File: config.mk
export PLATFORM = sky130hd
export DESIGN_NAME = uart_io
export DESIGN_NICKNAME = d
export VERILOG_FILES = /design/src/rtl/uart_io_pkg.sv /design/src/rtl/uart_baud_cnt.sv /design/src/rtl/uart_io.sv
export SDC_FILE = /design/constraint.sdc
export NUM_CORES = 1
export LEC_CHECK = 0
export CAP_MARGIN = 10
export CORE_UTILIZATION = 30
export DETAILED_ROUTE_END_ITERATION = 8
export GPL_TIMING_DRIVEN = 0
export PLACE_DENSITY = 0.5
export SLEW_MARGIN = 20
export SYNTH_ARGS = -nofsm -noshare
export SYNTH_HDL_FRONTEND = slang
export SYNTH_HIERARCHICAL = 1
export SYNTH_SLANG_ARGS = --single-unit
File: constraint.sdc
create_clock -name clk -period 1.7 [get_ports clk]
set_input_delay 0.255 -clock clk [delete_from_list [all_inputs] [get_ports clk]]
set_output_delay 0.255 -clock clk [all_outputs]
set_load 0.02 [all_outputs]
File: src/rtl/uart_io_pkg.sv
// Purpose: shared register map, status bit positions and FSM state encoding for uart_io.
// Latency: n/a (declarations only).
// Backpressure: n/a (declarations only).
package uart_io_pkg;

    // Register select values on the single address line
    localparam logic ADDR_DATA = 1'b0;
    localparam logic ADDR_STAT = 1'b1;

    // Bit positions inside the status register
    localparam int STAT_TXBUSY = 7;
    localparam int STAT_RXRDY  = 6;

    // Common state set for the TX and RX framers
    typedef enum logic [1:0] {
        ST_IDLE,
        ST_START,
        ST_DATA,
        ST_STOP
    } uart_state_t;

endpackage

File: src/rtl/uart_baud_cnt.sv
// Purpose: reloadable down-counter that marks the end of each bit period.
// Latency: tick is asserted exactly L+1 edges after a load of value L, then every N edges.
// Backpressure: none; free-running between loads.
//
// Ports:
//   clk, rst   clock and synchronous active-low reset
//   load       force a reload this edge (overrides the free-running reload)
//   half       with load: preload a half bit period instead of a full one
//   tick       combinational; high on the last clock of the current period
module uart_baud_cnt #(
    parameter int N = 16
) (
    input  logic clk,
    input  logic rst,
    input  logic load,
    input  logic half,
    output logic tick
);

    localparam int W = (N > 1) ? $clog2(N) : 1;
    localparam logic [W-1:0] FULL = W'(N - 1);
    localparam logic [W-1:0] HALF = W'(N / 2 - 1);

    logic [W-1:0] cnt;

    always_ff @(posedge clk) begin
        if (!rst) begin
            cnt <= '0;
        end else if (load) begin
            cnt <= half ? HALF : FULL;
        end else if (cnt == '0) begin
            cnt <= FULL;
        end else begin
            cnt <= cnt - W'(1);
        end
    end

    assign tick = (cnt == '0);

endmodule

File: src/rtl/uart_io.sv
// Purpose: 8N1 UART peripheral with a data register (write = transmit, read = last RX byte) and a status register.
// Latency: accepted write on edge k drives the start bit after edge k+1; frame lasts 10*N clocks; register reads are combinational.
// Backpressure: writes while the transmitter is busy are dropped; a new RX byte overwrites an unread one.
//
// Ports:
//   clk, rst   clock and synchronous active-low reset
//   cs, we     chip select and write enable (we qualified by cs)
//   addr       0 = data register, 1 = status {tx_busy, rx_ready, 6'b0}
//   dbw, dbr   write data in, read data out (dbr ignores cs)
//   tx, rx     serial line out / in, both idle high; rx is asynchronous
module uart_io
    import uart_io_pkg::*;
#(
    parameter int CLK_HZ = 1843200,
    parameter int BAUD   = 115200
) (
    input  logic       clk,
    input  logic       rst,
    input  logic       cs,
    input  logic       we,
    input  logic       addr,
    input  logic [7:0] dbw,
    output logic [7:0] dbr,
    output logic       tx,
    input  logic       rx
);

    localparam int N = CLK_HZ / BAUD;

    logic wr_data;
    logic rd_data;

    assign wr_data = cs & we & (addr == ADDR_DATA);
    assign rd_data = cs & ~we & (addr == ADDR_DATA);

    // ------------------------------------------------------------------
    // Transmitter
    // ------------------------------------------------------------------
    uart_state_t tx_state;
    logic [7:0]  tx_sh;
    logic [2:0]  tx_bit;
    logic        tx_pend;
    logic        tx_busy;
    logic        tx_tick;
    logic        tx_load;

    // The accepted byte waits one clock in tx_pend so the start bit and
    // tx_busy both appear after the edge following the write.
    assign tx_load = (tx_state == ST_IDLE) & tx_pend;

    uart_baud_cnt #(.N(N)) u_tx_baud (
        .clk  (clk),
        .rst  (rst),
        .load (tx_load),
        .half (1'b0),
        .tick (tx_tick)
    );

    always_ff @(posedge clk) begin
        if (!rst) begin
            tx_state <= ST_IDLE;
            tx_sh    <= '0;
            tx_bit   <= '0;
            tx_pend  <= 1'b0;
            tx_busy  <= 1'b0;
            tx       <= 1'b1;
        end else begin
            case (tx_state)
                ST_IDLE: begin
                    if (tx_pend) begin
                        tx_state <= ST_START;
                        tx_pend  <= 1'b0;
                        tx_busy  <= 1'b1;
                        tx       <= 1'b0;
                    end else if (wr_data) begin
                        tx_pend <= 1'b1;
                        tx_sh   <= dbw;
                    end
                end
                ST_START: begin
                    if (tx_tick) begin
                        tx_state <= ST_DATA;
                        tx_bit   <= '0;
                        tx       <= tx_sh[0];
                        tx_sh    <= {1'b0, tx_sh[7:1]};
                    end
                end
                ST_DATA: begin
                    if (tx_tick) begin
                        if (tx_bit == 3'd7) begin
                            tx_state <= ST_STOP;
                            tx       <= 1'b1;
                        end else begin
                            tx_bit <= tx_bit + 3'd1;
                            tx     <= tx_sh[0];
                            tx_sh  <= {1'b0, tx_sh[7:1]};
                        end
                    end
                end
                ST_STOP: begin
                    if (tx_tick) begin
                        tx_state <= ST_IDLE;
                        tx_busy  <= 1'b0;
                    end
                end
                default: tx_state <= ST_IDLE;
            endcase
        end
    end

    // ------------------------------------------------------------------
    // Receiver
    // ------------------------------------------------------------------
    uart_state_t rx_state;
    logic        rx_s1;
    logic        rx_s2;
    logic        rx_d;
    logic [7:0]  rx_sh;
    logic [2:0]  rx_bit;
    logic [7:0]  rx_data;
    logic        rx_ready;
    logic        rx_tick;
    logic        rx_fall;
    logic        rx_load;

    assign rx_fall = rx_d & ~rx_s2;
    assign rx_load = (rx_state == ST_IDLE) & rx_fall;

    // Half-period preload puts every later tick near the middle of a bit.
    uart_baud_cnt #(.N(N)) u_rx_baud (
        .clk  (clk),
        .rst  (rst),
        .load (rx_load),
        .half (1'b1),
        .tick (rx_tick)
    );

    always_ff @(posedge clk) begin
        if (!rst) begin
            rx_s1    <= 1'b1;
            rx_s2    <= 1'b1;
            rx_d     <= 1'b1;
            rx_state <= ST_IDLE;
            rx_sh    <= '0;
            rx_bit   <= '0;
            rx_data  <= '0;
            rx_ready <= 1'b0;
        end else begin
            rx_s1 <= rx;
            rx_s2 <= rx_s1;
            rx_d  <= rx_s2;

            // Clear first; a completing byte below overrides it on the same edge.
            if (rd_data) begin
                rx_ready <= 1'b0;
            end

            case (rx_state)
                ST_IDLE: begin
                    if (rx_fall) begin
                        rx_state <= ST_START;
                    end
                end
                ST_START: begin
                    if (rx_tick) begin
                        // Line back high at mid start bit: treat as a glitch.
                        if (rx_s2) begin
                            rx_state <= ST_IDLE;
                        end else begin
                            rx_state <= ST_DATA;
                            rx_bit   <= '0;
                        end
                    end
                end
                ST_DATA: begin
                    if (rx_tick) begin
                        rx_sh <= {rx_s2, rx_sh[7:1]};
                        if (rx_bit == 3'd7) begin
                            rx_state <= ST_STOP;
                        end else begin
                            rx_bit <= rx_bit + 3'd1;
                        end
                    end
                end
                ST_STOP: begin
                    if (rx_tick) begin
                        rx_state <= ST_IDLE;
                        // Low stop bit is a framing error: byte dropped, flag untouched.
                        if (rx_s2) begin
                            rx_data  <= rx_sh;
                            rx_ready <= 1'b1;
                        end
                    end
                end
                default: rx_state <= ST_IDLE;
            endcase
        end
    end

    // ------------------------------------------------------------------
    // Read mux
    // ------------------------------------------------------------------
    always_comb begin
        dbr = '0;
        if (addr == ADDR_STAT) begin
            dbr[STAT_TXBUSY] = tx_busy;
            dbr[STAT_RXRDY]  = rx_ready;
        end else begin
            dbr = rx_data;
        end
    end

endmodule

-- After elaboration in Yosys (flattened, before gate mapping)
Cells that the tools add are included.
- shift operators: 0
- bitwise gates (word level): 11
- multipliers: 0
- divide/modulo/power cells: 0
- magnitude comparators: 0
- equal/unequal tests: 23
- multiplexer cells: 48
- reduce and logical (&&, ||, !) cells: 18
- add/subtract/negate cells: 4
- operators by type and width (cell ; count):
    two-way mux 8 bit ; 5
    inequality test 2 bit (second input constant) ; 15
    two-way mux 2 bit ; 12
    two-way mux 3 bit ; 8
    case mux 8 bit (3 select lines) ; 1
    case mux 2 bit (4 select lines) ; 2
    AND reduction 5 bit ; 3
    two-way mux 1 bit ; 12
    two-way mux 4 bit ; 3
    case mux 3 bit (2 select lines) ; 2
    == test 2 bit (second input constant) ; 4
    logical NOT 4 bit ; 2
    AND reduction 4 bit ; 2
    subtractor 4 x 1 -> 4 bit (second input constant) ; 2
    bitwise AND 1 bit ; 7
    adder 3 x 1 -> 3 bit (second input constant) ; 2
    == test 3 bit (second input constant) ; 2
    two-way mux 6 bit ; 1
    AND reduction 3 bit ; 2
    AND reduction 6 bit ; 1
    nonzero test 2 bit ; 3
    == test 2 x 1 -> 1 bit (second input constant) ; 2
    logical NOT 2 bit ; 2
    inverter 1 bit ; 4
    5 further kinds ; 5
- bits in latches: 0
- register bits after elaboration: 49
- bits in read-only memories: 0
- word-level logic and storage cells: 121
- memories kept: 0
- bits in writable memories: 0

-- Logic depth before layout (Yosys ltp)
- word-level depth: 7
- depth in mapped cells: 8
- mapped depth without buffers: 7

-- Cells and area by module
The synthesis kept the hierarchy.
- by module, submodules not included (module ; cells each ; times used ; area each (um^2)):
    uart_io ; 208 ; 1 ; 2004.4
    uart_baud_cnt ; 19 ; 2 ; 185.2

-- Worst setup path before layout
Ideal clock, no wire load.
- path kind: reg-to-reg
- start: reg u_tx_baud.cnt[0]
- end: reg tx_sh[7]
- cell stages (with the launch flop): 9
- data required time: 1.628 ns
- library setup time: 0.072 ns
- arrival: 1.685 ns
- clock period less this slack: 1.757 ns
- buffers on the path: 2
- path slack: -0.057 ns
- cell sequence: dfxtp_1 > inv_1 > ha_1 > nor3b_1 > o21ba_1 > buf_2 > and2_1 > buf_6 > mux2i_1
- longest elaborated chain between the ends: 3
- elaborated cells on any way between the ends: 4
- classes of those cells: eq/ne (2); reduce/logical (2)
- RTL lines (item ; RTL line ; source):
    start, declared ; uart_baud_cnt.sv:24 ; logic [W-1:0] cnt;
    start signal, assigned ; uart_baud_cnt.sv:30 ; cnt <= half ? HALF : FULL;
    start signal, assigned ; uart_baud_cnt.sv:34 ; cnt <= cnt - W'(1);
    logical NOT 4 bit (*) ; uart_baud_cnt.sv:38 ; assign tick = (cnt == '0);
    via tx_tick ; uart_io.sv:44 ; logic tx_tick;
    inequality test 2 bit (no line) ; - ;
    AND reduction 6 bit (no line) (*) ; - ;
    end signal, assigned ; uart_io.sv:77 ; tx_sh <= dbw;
    end signal, assigned ; uart_io.sv:85 ; tx_sh <= {1'b0, tx_sh[7:1]};
    end signal, assigned ; uart_io.sv:96 ; tx_sh <= {1'b0, tx_sh[7:1]};
    end, declared ; uart_io.sv:40 ; logic [7:0] tx_sh;
The timed path passes the listed nets; every way through them passes the cells marked *.
A chain may end at the register's enable or synchronous reset.

-- Worst setup path after layout
- start: reg rx_data[2]
- end: out dbr[2]
- longest elaborated chain between the ends: 1
- RTL lines (item ; RTL line ; source):
    start, declared ; uart_io.sv:120 ; logic [7:0] rx_data;
    start signal, assigned ; uart_io.sv:190 ; rx_data <= rx_sh;
    two-way mux 6 bit ; uart_io.sv:205 ; if (addr == ADDR_STAT) begin
    end, declared ; uart_io.sv:23 ; output logic [7:0] dbr,
Every way passes these cells.

==> reports/summary.txt <==
Status = completed
CP Data Arrival Time = 1.37 ns
DRT iter0 DRCs = 65
Antenna violations before repair = 0
Filler cell count = 797
CP endpoint kind = output pin
Mux share of post-synthesis cell area = 0.0980
Peak supply drop = 0.391 mV
Die area = 8280 um^2
Compound-cell area share of the yosys netlist = 0.148
Yosys reg bits = 49
Post-synth EDFFs = 0
Drt pass-1 iters = 6
WS Path Type = flip-flop to output pin
Startpoint Class = flip-flop
Vias in the first global route = 1641
HP Class = flip-flop to flip-flop
Io pins = 23
Synth top area share = 0.413
Slew Viols, Final = 0
Sequential share of the synthesized area = 0.413
Vias = 1751
CTS Buf Count = 5
Simple-Gate Fraction of Synth Area = 0.225
P&R area growth vs syn = 27.7%
Layout cell share with drive strength beyond 1 = 0.173
Final core utilization = 0.394
Worst Skew = 0.00876 ns
Static Leak = 1.35 nW
Grt total ovfl = 0
CP max-delay cell = clkdlybuf4s50_1
Cell-internal power = 2.38 mW
Yosys cell types = 35
Clock transition at path regs = 0.09 ns
Post-Synth Adder-Cell Area = 0.0685
Antenna cell count = 0
Tightest Pin Transition = 0.517 ns
Core Box Area = 7690 um^2
Post-DRT Antenna Nets = 0
Synth warn = 6
Hold Vio Cnt, Final = 0
Headroom to the max-slew limit = 0.654
CTS max path bufs = 2
First-pass GRT wire length = 8050 um
Hpwl dp = 3260 um
I/O Buffers = 21
Hold buffers post-CTS = 0
Finished Cell Area = 3030 um^2
Vias per inst = 4.54
Pin count of the biggest net entering global routing = 17
DIE WIDTH = 91.0 um
Pre-CTS WS = -0.463 ns
Combinational share of power = 0.324
CTS tree = built
RePlAce Congestion = 0.717
Period utilization = 0.954
Synth Area in XOR/XNOR = 0.00738
Register share of total power = 0.420
Die H = 91.0 um
Max Cap Viol = 0
Largest stage delay, worst path = 0.61 ns
Synth Cell Area = 2370 um^2
Required @ worst endpoint = 1.44 ns
Main combinational cell family by area after synthesis = simple AND/OR/NAND/NOR gates
# clock sinks = 49
Power per cell area = 1130 nW/um^2
Drt drc = 0
Final setup fails = 0
Cells taking the most area after synthesis = dfxtp_1 41%, mux2i_1 8.9%, ha_1 6.8%, nor2b_1 6.1%, a21boi_0 4.7%
Switch share = 0.302
Crit-path cells = nor2b_1, clkdlybuf4s50_1
Fmax = 0.617 GHz
Worst-path fanout max = 2
Post-Syn Nets = 273
Root Driver = clkbuf_8
Post-synth ARST share = 0
Clock Power Share = 0.256
Slack of the critical path = 0.0784 ns
Syn_area_per_cell = 9.65 um^2
Final Routed Wirelength = 4930 um
Row cnt = 32
Synth Instances = 246
Final net count = 310
Drt wl/cell = 12.8 um
Top FF cell, synth = dfxtp_1
Switch Pwr = 1.03 mW
H-Tree Depth = 2
Setup TNS = 0 ns
Clock Latency Late Sink = 0.31 ns
Placed Area = 2720 um^2
Yosys top cell by area = dfxtp_1
Gr usage total = 0.123
Minimum clock period = 1.62 ns
Initial core utilization = 0.309
-- registers in the layout, indices dropped and copies added, names as in the netlist, named ones only --
register / flops
tx_bit: 3
tx_busy: 1
rx_state: 1
u_tx_baud/cnt: 4
u_rx_baud/cnt: 4
tx_sh: 8
rx_sh: 8
rx_s2: 1
rx_s1: 1
tx_state: 2
rx_d: 1
tx: 1
tx_pend: 1
rx_bit: 3
rx_ready: 1
rx_data: 8
-- power by group through the flow --
stage	registers, mW	logic, mW	clock network, mW
2_1_floorplan	1.42	0.710	0
3_3_place_gp	1.44	0.928	0
3_5_place_dp	1.44	0.930	0
4_1_cts	1.44	1.03	0.910
5_1_grt	1.45	1.22	0.964
6_report	1.43	1.11	0.875
-- final timing paths --
kind	startpoint	to	slack (ns)	cells past startpoint
max	rx_data[2]$_SDFFE_PN0P_	dbr[2]	0.08	2
min	rx_s1$_SDFF_PN1_	rx_s2$_SDFF_PN1_	0.42	1
max reg2reg	tx_bit[0]$_SDFFE_PN0P_	tx_sh[7]$_SDFFE_PN0P_	0.09	6
min reg2reg	rx_s1$_SDFF_PN1_	rx_s2$_SDFF_PN1_	0.42	1
-- critical path: cells and delay by family, from the launching register on --
family	cells	cell delay, ns
simple gates	1	0.12
buf+inv	1	0.61
flops	1	0.33
-- repair_timing --
| item | in CTS | in global routing |
|---|---|---|
| setup buffers | 2 | 8 |
| endpoints found under the setup margin | 29 | 25 |
| pin swaps | 3 | 4 |
| resized for setup | 22 | 23 |
-- synthesized netlist by cell type (all sizes together) (4+ instances only) --
cell    instances
dfxtp          49
ha             13
o21ai           6
nor2            5
nand2          24
nand2b          9
inv             9
nor2b          23
a21boi         15
clkbuf          6
nand3          11
nor3b           4
mux2i          21
and2            6
o211a           8
nand3b          6
buf             4
-- per-stage QoR --
| step | cells | hold WS [ns] | power, mW |
|---|---|---|---|
| 2_1_floorplan | 246 | 0.328 | 2.13 |
| 3_3_place_gp | 369 | 0.398 | 2.36 |
| 3_5_place_dp | 369 | 0.411 | 2.37 |
| 4_1_cts | 379 | 0.422 | 3.38 |
| 5_1_grt | 386 | 0.440 | 3.63 |
| 6_report | 386 | 0.419 | 3.42 |
-- layer usage --
metal  track usage  up-vias  share of wire
met5             0        -              0
met1         0.164      809           0.50
met2         0.189       17           0.46
li1              -      920              -
met3        0.0327        5          0.025
met4        0.0516        0          0.015
-- placed cells by master (no fill, tap or decap), drive strengths merged, types with 2 or more instances in the layout --
master,n
a21oi,2
inv,9
nor2,5
dlymetal6s2s,4
a21boi,15
clkdlybuf4s50,16
nand4,2
o211a,8
buf,13
o31ai,2
a22oi,3
nand2b,9
conb,2
dfxtp,49
a211oi,2
nand2,24
nor2b,23
ha,13
xnor2,2
mux2i,21
nor3,3
mux2,2
clkbuf,13
nand3b,6
nor4b,2
and2,6
nor3b,4
nand3,11
o21ai,6
-- kinds of logic (layout without fill, tap and decap cells) --
kind of cell             count (synthesis)  after routing
multiplexers                            23             23
adder cells (fa/ha/maj)                 13             13
AND/OR/NAND/NOR                         95             95
XOR/XNOR                                 2              2
other                                    2              2
flip-flops                              49             49
buffers and inverters                   19             57
AO/OA/AOI/OAI                           43             43
-- cell type report --
cell class	count	area, um^2	area share
Inverter	9	36.3	0.0120
Sequential cell	49	991	0.327
Buffer	9	57.6	0.0190
Tap cell	102	128	0.0421
Multi-Input combinational cell	178	1410	0.465
Timing Repair Buffer	31	294	0.0970
Clock buffer	7	86.3	0.0285
Clock inverter	1	30.0	0.00991
No activity file was read; power rests on OpenSTA's default activity.
